===== src/rtl/peripheral_ahb3_spram_bridge.sv =====
// AHB3-Lite slave front end for a 1R/1W synchronous SRAM with byte enables.
// Decodes size/lanes, runs zero-wait reads and writes, and stalls once on read-after-write.
module peripheral_ahb3_spram_bridge #(
  parameter int HADDR_SIZE = 32,
  parameter int HDATA_SIZE = 32,
  parameter int MEM_ABITS  = 10
) (
  input  logic                    clk_i,
  input  logic                    rst_ni,
  input  logic                    HSEL,
  input  logic [HADDR_SIZE-1:0]   HADDR,
  input  logic [HDATA_SIZE-1:0]   HWDATA,
  output logic [HDATA_SIZE-1:0]   HRDATA,
  input  logic                    HWRITE,
  input  logic [2:0]              HSIZE,
  input  logic [2:0]              HBURST,
  input  logic [3:0]              HPROT,
  input  logic [1:0]              HTRANS,
  input  logic                    HMASTLOCK,
  input  logic                    HREADY,
  output logic                    HREADYOUT,
  output logic                    HRESP,
  output logic [MEM_ABITS-1:0]    mem_waddr_o,
  output logic [HDATA_SIZE-1:0]   mem_din_o,
  output logic                    mem_we_o,
  output logic [HDATA_SIZE/8-1:0] mem_be_o,
  output logic [MEM_ABITS-1:0]    mem_raddr_o,
  input  logic [HDATA_SIZE-1:0]   mem_dout_i
);

  localparam int BW    = HDATA_SIZE / 8;
  localparam int OFS_W = $clog2(BW);

  typedef enum logic [2:0] {S_IDLE, S_WR, S_RD, S_RAW, S_ERR1, S_ERR2} state_t;

  state_t               state_q, state_d;
  logic [MEM_ABITS-1:0] addr_q, addr_d;
  logic [BW-1:0]        be_q, be_d;

  logic [MEM_ABITS-1:0] haddr_word;
  logic [OFS_W-1:0]     haddr_ofs;
  logic                 accept;
  logic                 size_ok;
  logic                 unused_ok;

  // A byte lane is enabled when it falls in the same size-aligned block as the address offset.
  function automatic logic [BW-1:0] lane_mask(input logic [2:0] size, input logic [OFS_W-1:0] ofs);
    logic [BW-1:0] m;
    logic [31:0]   ofs32;
    ofs32 = {{(32-OFS_W){1'b0}}, ofs};
    for (int i = 0; i < BW; i++) begin
      m[i] = ((unsigned'(i) >> size) == (ofs32 >> size));
    end
    return m;
  endfunction

  assign haddr_word = HADDR[MEM_ABITS+OFS_W-1:OFS_W];
  assign haddr_ofs  = HADDR[OFS_W-1:0];
  assign accept     = HSEL & HREADY & HTRANS[1];
  assign size_ok    = (HSIZE <= 3'(OFS_W));
  assign unused_ok  = ^{HBURST, HPROT, HMASTLOCK, HADDR};

  always_ff @(posedge clk_i or negedge rst_ni) begin
    if (!rst_ni) begin
      state_q <= S_IDLE;
      addr_q  <= '0;
      be_q    <= '0;
    end else begin
      state_q <= state_d;
      addr_q  <= addr_d;
      be_q    <= be_d;
    end
  end

  always_comb begin
    state_d = state_q;
    addr_d  = addr_q;
    be_d    = be_q;
    if (state_q == S_RAW) begin
      state_d = S_RD;
    end else if (state_q == S_ERR1) begin
      state_d = S_ERR2;
    end else if (HREADY) begin
      state_d = S_IDLE;
      if (accept) begin
        if (!size_ok) begin
          state_d = S_ERR1;
        end else begin
          addr_d = haddr_word;
          be_d   = lane_mask(HSIZE, haddr_ofs);
          if (HWRITE)
            state_d = S_WR;
          // The read was launched against the pre-write word; re-read after the write commits.
          else if (state_q == S_WR && haddr_word == addr_q)
            state_d = S_RAW;
          else
            state_d = S_RD;
        end
      end
    end
  end

  assign HREADYOUT   = !(state_q == S_RAW || state_q == S_ERR1);
  assign HRESP       = (state_q == S_ERR1 || state_q == S_ERR2);
  assign HRDATA      = mem_dout_i;
  assign mem_we_o    = (state_q == S_WR);
  assign mem_be_o    = mem_we_o ? be_q : '0;
  assign mem_waddr_o = addr_q;
  assign mem_din_o   = HWDATA;
  assign mem_raddr_o = (state_q == S_RAW) ? addr_q : haddr_word;

endmodule

===== config.mk =====
export PLATFORM = sky130hd
export DESIGN_NAME = peripheral_ahb3_spram_bridge
export DESIGN_NICKNAME = d
export VERILOG_FILES = /design/src/rtl/peripheral_ahb3_spram_bridge.sv
export SDC_FILE = /design/constraint.sdc
export NUM_CORES = 1
export LEC_CHECK = 0
export ABC_AREA = 1
export CORE_MARGIN = 2
export CORE_UTILIZATION = 24
export DETAILED_ROUTE_END_ITERATION = 16
export PLACE_DENSITY = 0.79
export SKIP_CTS_REPAIR_TIMING = 1
export SLEW_MARGIN = 30
export SYNTH_ARGS = -nofsm -noshare
export SYNTH_HDL_FRONTEND = slang
export SYNTH_SLANG_ARGS = --single-unit
export TNS_END_PERCENT = 1

===== constraint.sdc =====
create_clock -name clk_i -period 1.1 [get_ports clk_i]
set_input_delay 0.22 -clock clk_i [delete_from_list [all_inputs] [get_ports clk_i]]
set_output_delay 0.22 -clock clk_i [all_outputs]
set_load 0.03 [all_outputs]

==> Word-level counts from Yosys, hierarchy flattened <==
Cells that the tools add are included.
{ "classes": {"n_addsub": 0, "multipliers": 0, "div_mod_pow": 0, "n_lt_le_gt_ge": 1, "n_eq_ne": 9, "shift": 5, "mux": 9, "bitwise": 4, "reduce_logical": 6} }
{ "op_table": {"columns": ["operator", "n"], "rows": [
  ["$eq 32x32->1", 4],
  ["$shr 1x3->32 const A", 2],
  ["$shr 2x3->32 const A", 2],
  ["$shr 2x3->32", 1],
  ["$mux 3", 5],
  ["$eq 10x10->1", 1],
  ["$mux 10", 1],
  ["$eq 3x3->1 const B", 2],
  ["$reduce_and 5->1", 1],
  ["$mux 4", 1],
  ["$eq 3x1->1 const B", 1],
  ["$eq 3x2->1 const B", 1],
  ["$le 3x2->1 const B", 1],
  ["$reduce_bool 3->1", 1],
  ["$and 1x1->1", 2],
  ["$logic_or 1x1->1", 2],
  ["$mux 2", 1],
  ["$not 1->1", 2],
  ["$logic_and 1x1->1", 1],
  ["$logic_not 1->1", 1],
  ["$mux 1", 1]
]} }
{ "totals": {"register_bits": 17, "latch_bits": 0, "mem_bits_rw": 0, "mem_bits_ro": 0, "inputBits": 114, "out_inout_bits": 91, "elab_cells": 37, "mem_count": 0} }

==> Longest topological paths before layout <==
Gate-level depths: netlist (run 1).
{ "logic_depth": {"ltp_word": 9, "ltp_mapped": 9, "mapped_depth_nobuf": 9} }

==> Least setup slack after synthesis (run 1) <==
OpenSTA, ideal clock, no wires.
{ "synth_path": {"path_kind": "register to output", "start": "register state_q[1]", "end": "output port mem_be_o[0]", "arrival_ns": 1.540, "required_time_ns": 0.880, "setup_slack_ns": -0.660, "path_stages_with_launch": 4, "n_path_buf": 0, "path_cell_list": "dfrtp_1 nor3_2 inv_1 nor2_1"} }
{ "synth_via": {"elab_chain_cells": 2} }
{ "synth_rtl": {"columns": ["item", "line_no", "text"], "rows": [
  ["start: declaration", "36", "state_t state_q, state_d;"],
  ["start signal: assignment", "69", "state_q <= state_d;"],
  ["$eq 3x1->1", "106", "assign mem_we_o = (state_q == S_WR);"],
  ["net mem_we_o", "25", "output logic mem_we_o,"],
  ["$mux 4", "107", "assign mem_be_o = mem_we_o ? be_q : '0;"],
  ["end: declaration", "26", "output logic [HDATA_SIZE/8-1:0] mem_be_o,"]
]} }
The timed path passes the listed nets, and every way through them passes these cells.

==> Final worst setup path (run 1) <==
{ "layout_path": {"start": "register state_q[2]", "end": "output port mem_raddr_o[1]"} }
{ "layout_via": {"elab_chain_cells": 2} }
{ "layout_rtl": {"columns": ["item", "line_no", "text"], "rows": [
  ["$eq 3x2->1", "110", "assign mem_raddr_o = (state_q == S_RAW) ? addr_q : haddr_word;"],
  ["$mux 10", "110", null],
  ["end: declaration", "27", "output logic [MEM_ABITS-1:0] mem_raddr_o,"]
]} }
No other way between the ends.

==> results of run 1 <==
-- critical path: stages (launching register included) --
cell	delay (ns)
dfrtp_1	0.41
inv_2	0.11
nand3_4	0.11
inv_4	0.08
buf_6	0.13
nand2_2	0.06
o21ai_2	0.06
buf_6	0.14
-- synthesized netlist by cell type (all sizes together) --
cell | instances | area share, %
nor3 | 3 | 1.9
nor2 | 15 | 3.6
buf | 66 | 30
o31ai | 1 | 0.45
inv | 31 | 7.2
xnor2 | 3 | 1.6
nand2 | 62 | 16
nand3 | 5 | 2.3
clkinv | 1 | 0.23
xor2 | 1 | 0.53
o22ai | 5 | 1.9
dfrtp | 17 | 26
o21ai | 20 | 8.3
a21oi | 1 | 0.30
clkbuf | 1 | 0.23
-- metal layers --
metal	GRT usage (%)	share of wire (%)
met1	10.4	40
met2	16.3	51
met4	5.11	2.4
met5	0	0
met3	2.27	6.3
-- cells by family after synthesis --
kind of cell,count (synthesis)
compound gates,27
xor+xnor,4
buf+inv,99
flops,17
simple gates,85
-- per-stage QoR --
stage / cell area [um^2] / hold WS, ns / utilization [%] / worst slack, ns / setup TNS, ns
global placement: 2030 / 0.440 / 30.2 / -0.416 / -9.94
floorplan: 1740 / -0.0756 / - / -0.346 / -8.32
finish: 2250 / 0.313 / 33.5 / -0.468 / -11.60
global route: 2250 / 0.318 / 33.5 / -0.571 / -15.11
CTS: 2070 / 0.313 / 30.8 / -0.595 / -14.60
detailed placement: 2030 / 0.440 / 30.2 / -0.434 / -10.62
-- sequential cells by signal, indices dropped and copies added (netlist names) --
register,cells
state_q,3
mem_waddr_o,10
be_q,4
-- worst max path at each step --
stage | depth (start not counted) | end
2_1_floorplan | 4 | mem_be_o[0]
3_3_place_gp | 7 | mem_waddr_o[3]
3_5_place_dp | 7 | mem_waddr_o[3]
4_1_cts | 6 | mem_raddr_o[3]
5_1_grt | 7 | mem_raddr_o[1]
6_report | 7 | mem_raddr_o[1]
-- where the power goes --
group | leakage, uW | total [uW] | internal [uW] | switching [uW]
logic | 0.000901 | 3160 | 1520 | 1640
clock network | 0.0000228 | 463 | 257 | 207
registers | 0.000206 | 1190 | 920 | 271
-- area by class of cell --
class / instances / area, um^2
clock buffer: 4 / 45.0
tap: 80 / 100
inverter: 32 / 125
timing repair buffer: 88 / 845
multi-input combinational: 116 / 708
sequential: 17 / 429
fill: 706 / 4470
==> qor.csv, run 1 <==
metric;value;unit
synthAdderAreaFrac;0;%
yosys.area_share.simple;23.3;%
critPathCaptureType;output pin;
dpl.hpwl;2.96;mm
synth_top_family_by_area;buffers and inverters;
syn-instance-count;232;
cp-start-kind;flop;
num_antenna_cells;0;
detail-route-antenna-nets;0;
clock_tree.buffer_depth;2;
outcome;finished, violations left;
synthMuxAreaShare;0;%
wl_per_cell;10.9;um
numCtsBuffers;3;
path_class;flop to output pin;
crit_required;0.88;ns
start_util;24.7;%
nets;372;
worst_slew_pin_slew;0.221;ns
core;0.00672;mm^2
crit_arrival;1.35;ns
fin_crit;1.57;ns
grt_pass1_wl;5.65;mm
syn_area;0.00166;mm^2
layout_common_cells;nand2_1 (50), buf_4 (37), buf_6 (29), inv_1 (26);
grtUsageTotal;9.35;%
die-area;0.00758;mm^2
worst_skew_pair.late_latency;0.25;ns
ys_ff_latch;17;
firstDrtPassIters;4;
reg2reg_slack;-0.29;ns
antenna_found_initial;0;
cellLeakagePower;0.00113;uW
period_share;143;%
die_h;87.1;um
maxCapViolCount;0;
p_per_area;2140;mW/mm^2
grt_pass1_vias;1266;
cts_max_level;1;
ios;205;
via_count;1363;
syn_area_per_cell;7.14;um^2
total_power;4820;uW
rsz0062_at_grt;true;
synth.distinct_cells;25;
r2r_cells;9;
grt_max_degree;21;
setup_viol;42;
placed_cells;328;
dr.first_iter.drc_count;24;
fmax;638;MHz
drv_slew;0;
grt-ovfl-total;0;
drt-vias-per-instance;4.04;
yosysSeqAreaShare;25.7;%
r2r_end;mem_waddr_o[3];
hold_class;primary input to asynchronous set/reset pin;
cts.sinks;17;
drcViolationCount;0;
cp-startpoint;state_q[2];
slew_headroom;85.1;%
synth_xor_area_share;2.11;%
drive_above_1_share;48.2;%
synth_compound_area_share;11.0;%
port_buffers;47;
finalWorstSetupSlack;-0.468;ns
clockRootBuffer;clkbuf_8;
place.gp.congestion;0.714;
clock_skew;0.00168;ns
synth_nets;346;
die_x;87.1;um
r2r_start;state_q[2];
routed_wl;3.66;mm
peakVddDrop;1.14;mV
cts_tree;yes;
hold_viol_final;0;
clk_pin_slew;0.07;ns
final_cell_count_no_fill;337;
worstPathMaxFanout;6;
mostFrequentLayoutCell;nand2_1;
num_rows;30;
area_growth;36.0;%
synth_warnings;0;
failed_checks;setup timing;
Power figures use the tool's default switching activity.
==> inputs of run 2 (changes only) <==
--- a/config.mk
+++ b/config.mk
@@ -8,7 +8,9 @@
 export ABC_AREA = 1
 export CORE_MARGIN = 2
 export CORE_UTILIZATION = 24
+export CTS_BUF_LIST = sky130_fd_sc_hd__clkbuf_16
 export DETAILED_ROUTE_END_ITERATION = 16
+export GPL_ROUTABILITY_DRIVEN = 0
 export PLACE_DENSITY = 0.79
 export SKIP_CTS_REPAIR_TIMING = 1
 export SLEW_MARGIN = 30
==> run 2 against run 1 <==
The run still ends with setup timing left. Clock skew rose by 0.0012 ns. Clock power rose by 52%. Critical path depth did not move. Fmax rose by 0.57%. Cell count rose by 0.30%. Highest routed layer unchanged.
==> qor.csv, run 2 (synthesized netlist as in run 1, its figures left out) <==
metric;value;unit;change
grtUsageTotal;9.37;%;+0.020 points
peakVddDrop;1.18;mV;+3.7%
fin_crit;1.56;ns;-0.00891 ns
top_usage_layer;met2;;
p_clk_share;13.9;%;+4.3 points
gr-usage-met3;2.27;%;unchanged
outcome;finished, violations left;;
fin_util;34.1;%;+0.61 points
r2r_start;state_q[2];;
finalWorstSetupSlack;-0.459;ns;+0.00891 ns
ios;205;;unchanged
start_util;24.7;%;unchanged
switching_share;42.2;%;-1.8 points
drt-vias-per-instance;4.07;;+0.73%
period_share;142;%;-0.81 points
num_rows;30;;unchanged
firstDrtPassIters;4;;unchanged
clock_skew;0.00288;ns;+0.00121 ns
clock_tree.buffer_depth;2;;unchanged
mostFrequentLayoutCell;nand2_1;;
worst_slew_pin_slew;0.221;ns;unchanged
worstPathMaxFanout;6;;unchanged
finalSetupTns;-11.35;ns;+0.248 ns
die_x;87.1;um;unchanged
die-area;0.00758;mm^2;unchanged
drcViolationCount;0;;unchanged
clockRootBuffer;clkbuf_16;;
crit_arrival;1.34;ns;about the same
core;0.00672;mm^2;unchanged
largest_register_ffs;10;;unchanged
whs;0.320;ns;+0.00741 ns
fmax;641;MHz;+0.57%
grt-ovfl-total;0;;unchanged
via_count;1377;;+1.0%
antenna_found_initial;0;;unchanged
r2r_cells;9;;unchanged
intPower;2920;uW;+8.5%
cellLeakagePower;0.00115;uW;+2.2%
critPathCaptureType;output pin;;
p_seq_share;23.6;%;-1.1 points
cts.sinks;17;;unchanged
wl_per_cell;10.8;um;-0.32%
hold_viol_final;0;;unchanged
cts_max_level;1;;unchanged
slowest_delay;0.41;ns;about the same
port_buffers;47;;unchanged
cp-start-kind;flop;;
cpMostUsedCell;buf_6;;
grt_pass1_wl;5.66;mm;+0.23%
p_per_area;2210;mW/mm^2;+3.2%
cts_tree;yes;;
routed_wl;3.66;mm;about the same
p_sw;2140;uW;+0.80%
crit_chain;inv_2 -> nand3_4 -> inv_4 -> buf_6 -> nand2_2 -> o21ai_2 -> buf_6;;
fill_cells;701;;-0.71%
slew_headroom;85.1;%;unchanged
numCtsBuffers;3;;unchanged
area_growth;38.4;%;
drive_above_1_share;48.4;%;+0.20 points
crit_required;0.88;ns;about the same
worst_skew_pair.late_latency;0.24;ns;about the same
die_h;87.1;um;unchanged
dr.first_iter.drc_count;27;;+13%
total_power;5060;uW;+5.1%
maxCapViolCount;0;;unchanged
rsz0062_at_grt;true;;
layout_common_cells;nand2_1 (50), buf_4 (38), buf_6 (29), inv_1 (27);;
nets;373;;+0.27%
grt_pass1_vias;1270;;+0.32%
hold_class;primary input to asynchronous set/reset pin;;
drv_slew;0;;unchanged
use_met2;16.4;%;+0.069 points
crit_path_top_delay_cell;dfrtp_1;;
num_antenna_cells;0;;unchanged
detail-route-antenna-nets;0;;unchanged
path_class;flop to output pin;;
clk_pin_slew;0.05;ns;-0.02 ns
dpl.hpwl;2.96;mm;unchanged
pwr-share-comb;62.5;%;-3.1 points
setup_viol;42;;unchanged
grt_max_degree;21;;unchanged
reg2reg_slack;-0.28;ns;about the same
r2r_end;mem_waddr_o[1];;
failed_checks;setup timing;;
use_met1;10.4;%;unchanged
==> run 2: how the worst max path moves through the flow <==
stage | start | to | cells after the start
after floorplan | state_q[0] | mem_be_o[0] | 4
after global placement | HREADY | mem_waddr_o[3] | 7
after detailed placement | HREADY | mem_waddr_o[3] | 7
after CTS | state_q[1] | mem_raddr_o[3] | 6
after global routing | state_q[2] | mem_raddr_o[1] | 7
final | state_q[2] | mem_raddr_o[1] | 7
==> run 2: metrics by stage <==
stage                     std cells  area [um^2]  setup slack [ns]
final                           338         2290            -0.459
after global routing            338         2290            -0.542
after CTS                       332         2110            -0.584
after detailed placement        328         2030            -0.434
after global placement          328         2030            -0.416
after floorplan                 232         1740            -0.346
==> run 2: area by class of cell <==
| class | instances | area [um^2] | share of cell area (%) |
|---|---|---|---|
| Clock inverter | 1 | 3.75 | 0.164 |
| Multi-Input combinational cell | 116 | 708 | 30.9 |
| Tap cell | 80 | 100 | 4.36 |
| Timing Repair Buffer | 89 | 852 | 37.2 |
| Inverter | 32 | 125 | 5.46 |
| Sequential cell | 17 | 429 | 18.7 |
| Clock buffer | 3 | 75.1 | 3.27 |
==> run 2: power by group through the flow <==
stage          Sequential, uW  Clock, uW  Combinational [uW]
3_5_place_dp             1160          0                2830
4_1_cts                  1150        732                2850
2_1_floorplan            1510          0                1700
5_1_grt                  1250        779                3410
3_3_place_gp             1140          0                2790
6_report                 1190        704                3160
==> run 2: worst max-delay path, delay by kind of cell (launching register included) <==
kind            cells  cell delay [ns]
flops               1             0.41
buf+inv             4             0.45
compound gates      1             0.06
simple gates        2             0.17
==> run 2: layer usage <==
layer / routed length (um) / part of all wire, %
met1: 1500 / 41
met2: 1860 / 51
met3: 208 / 5.7
met4: 87 / 2.4
met5: 0 / 0
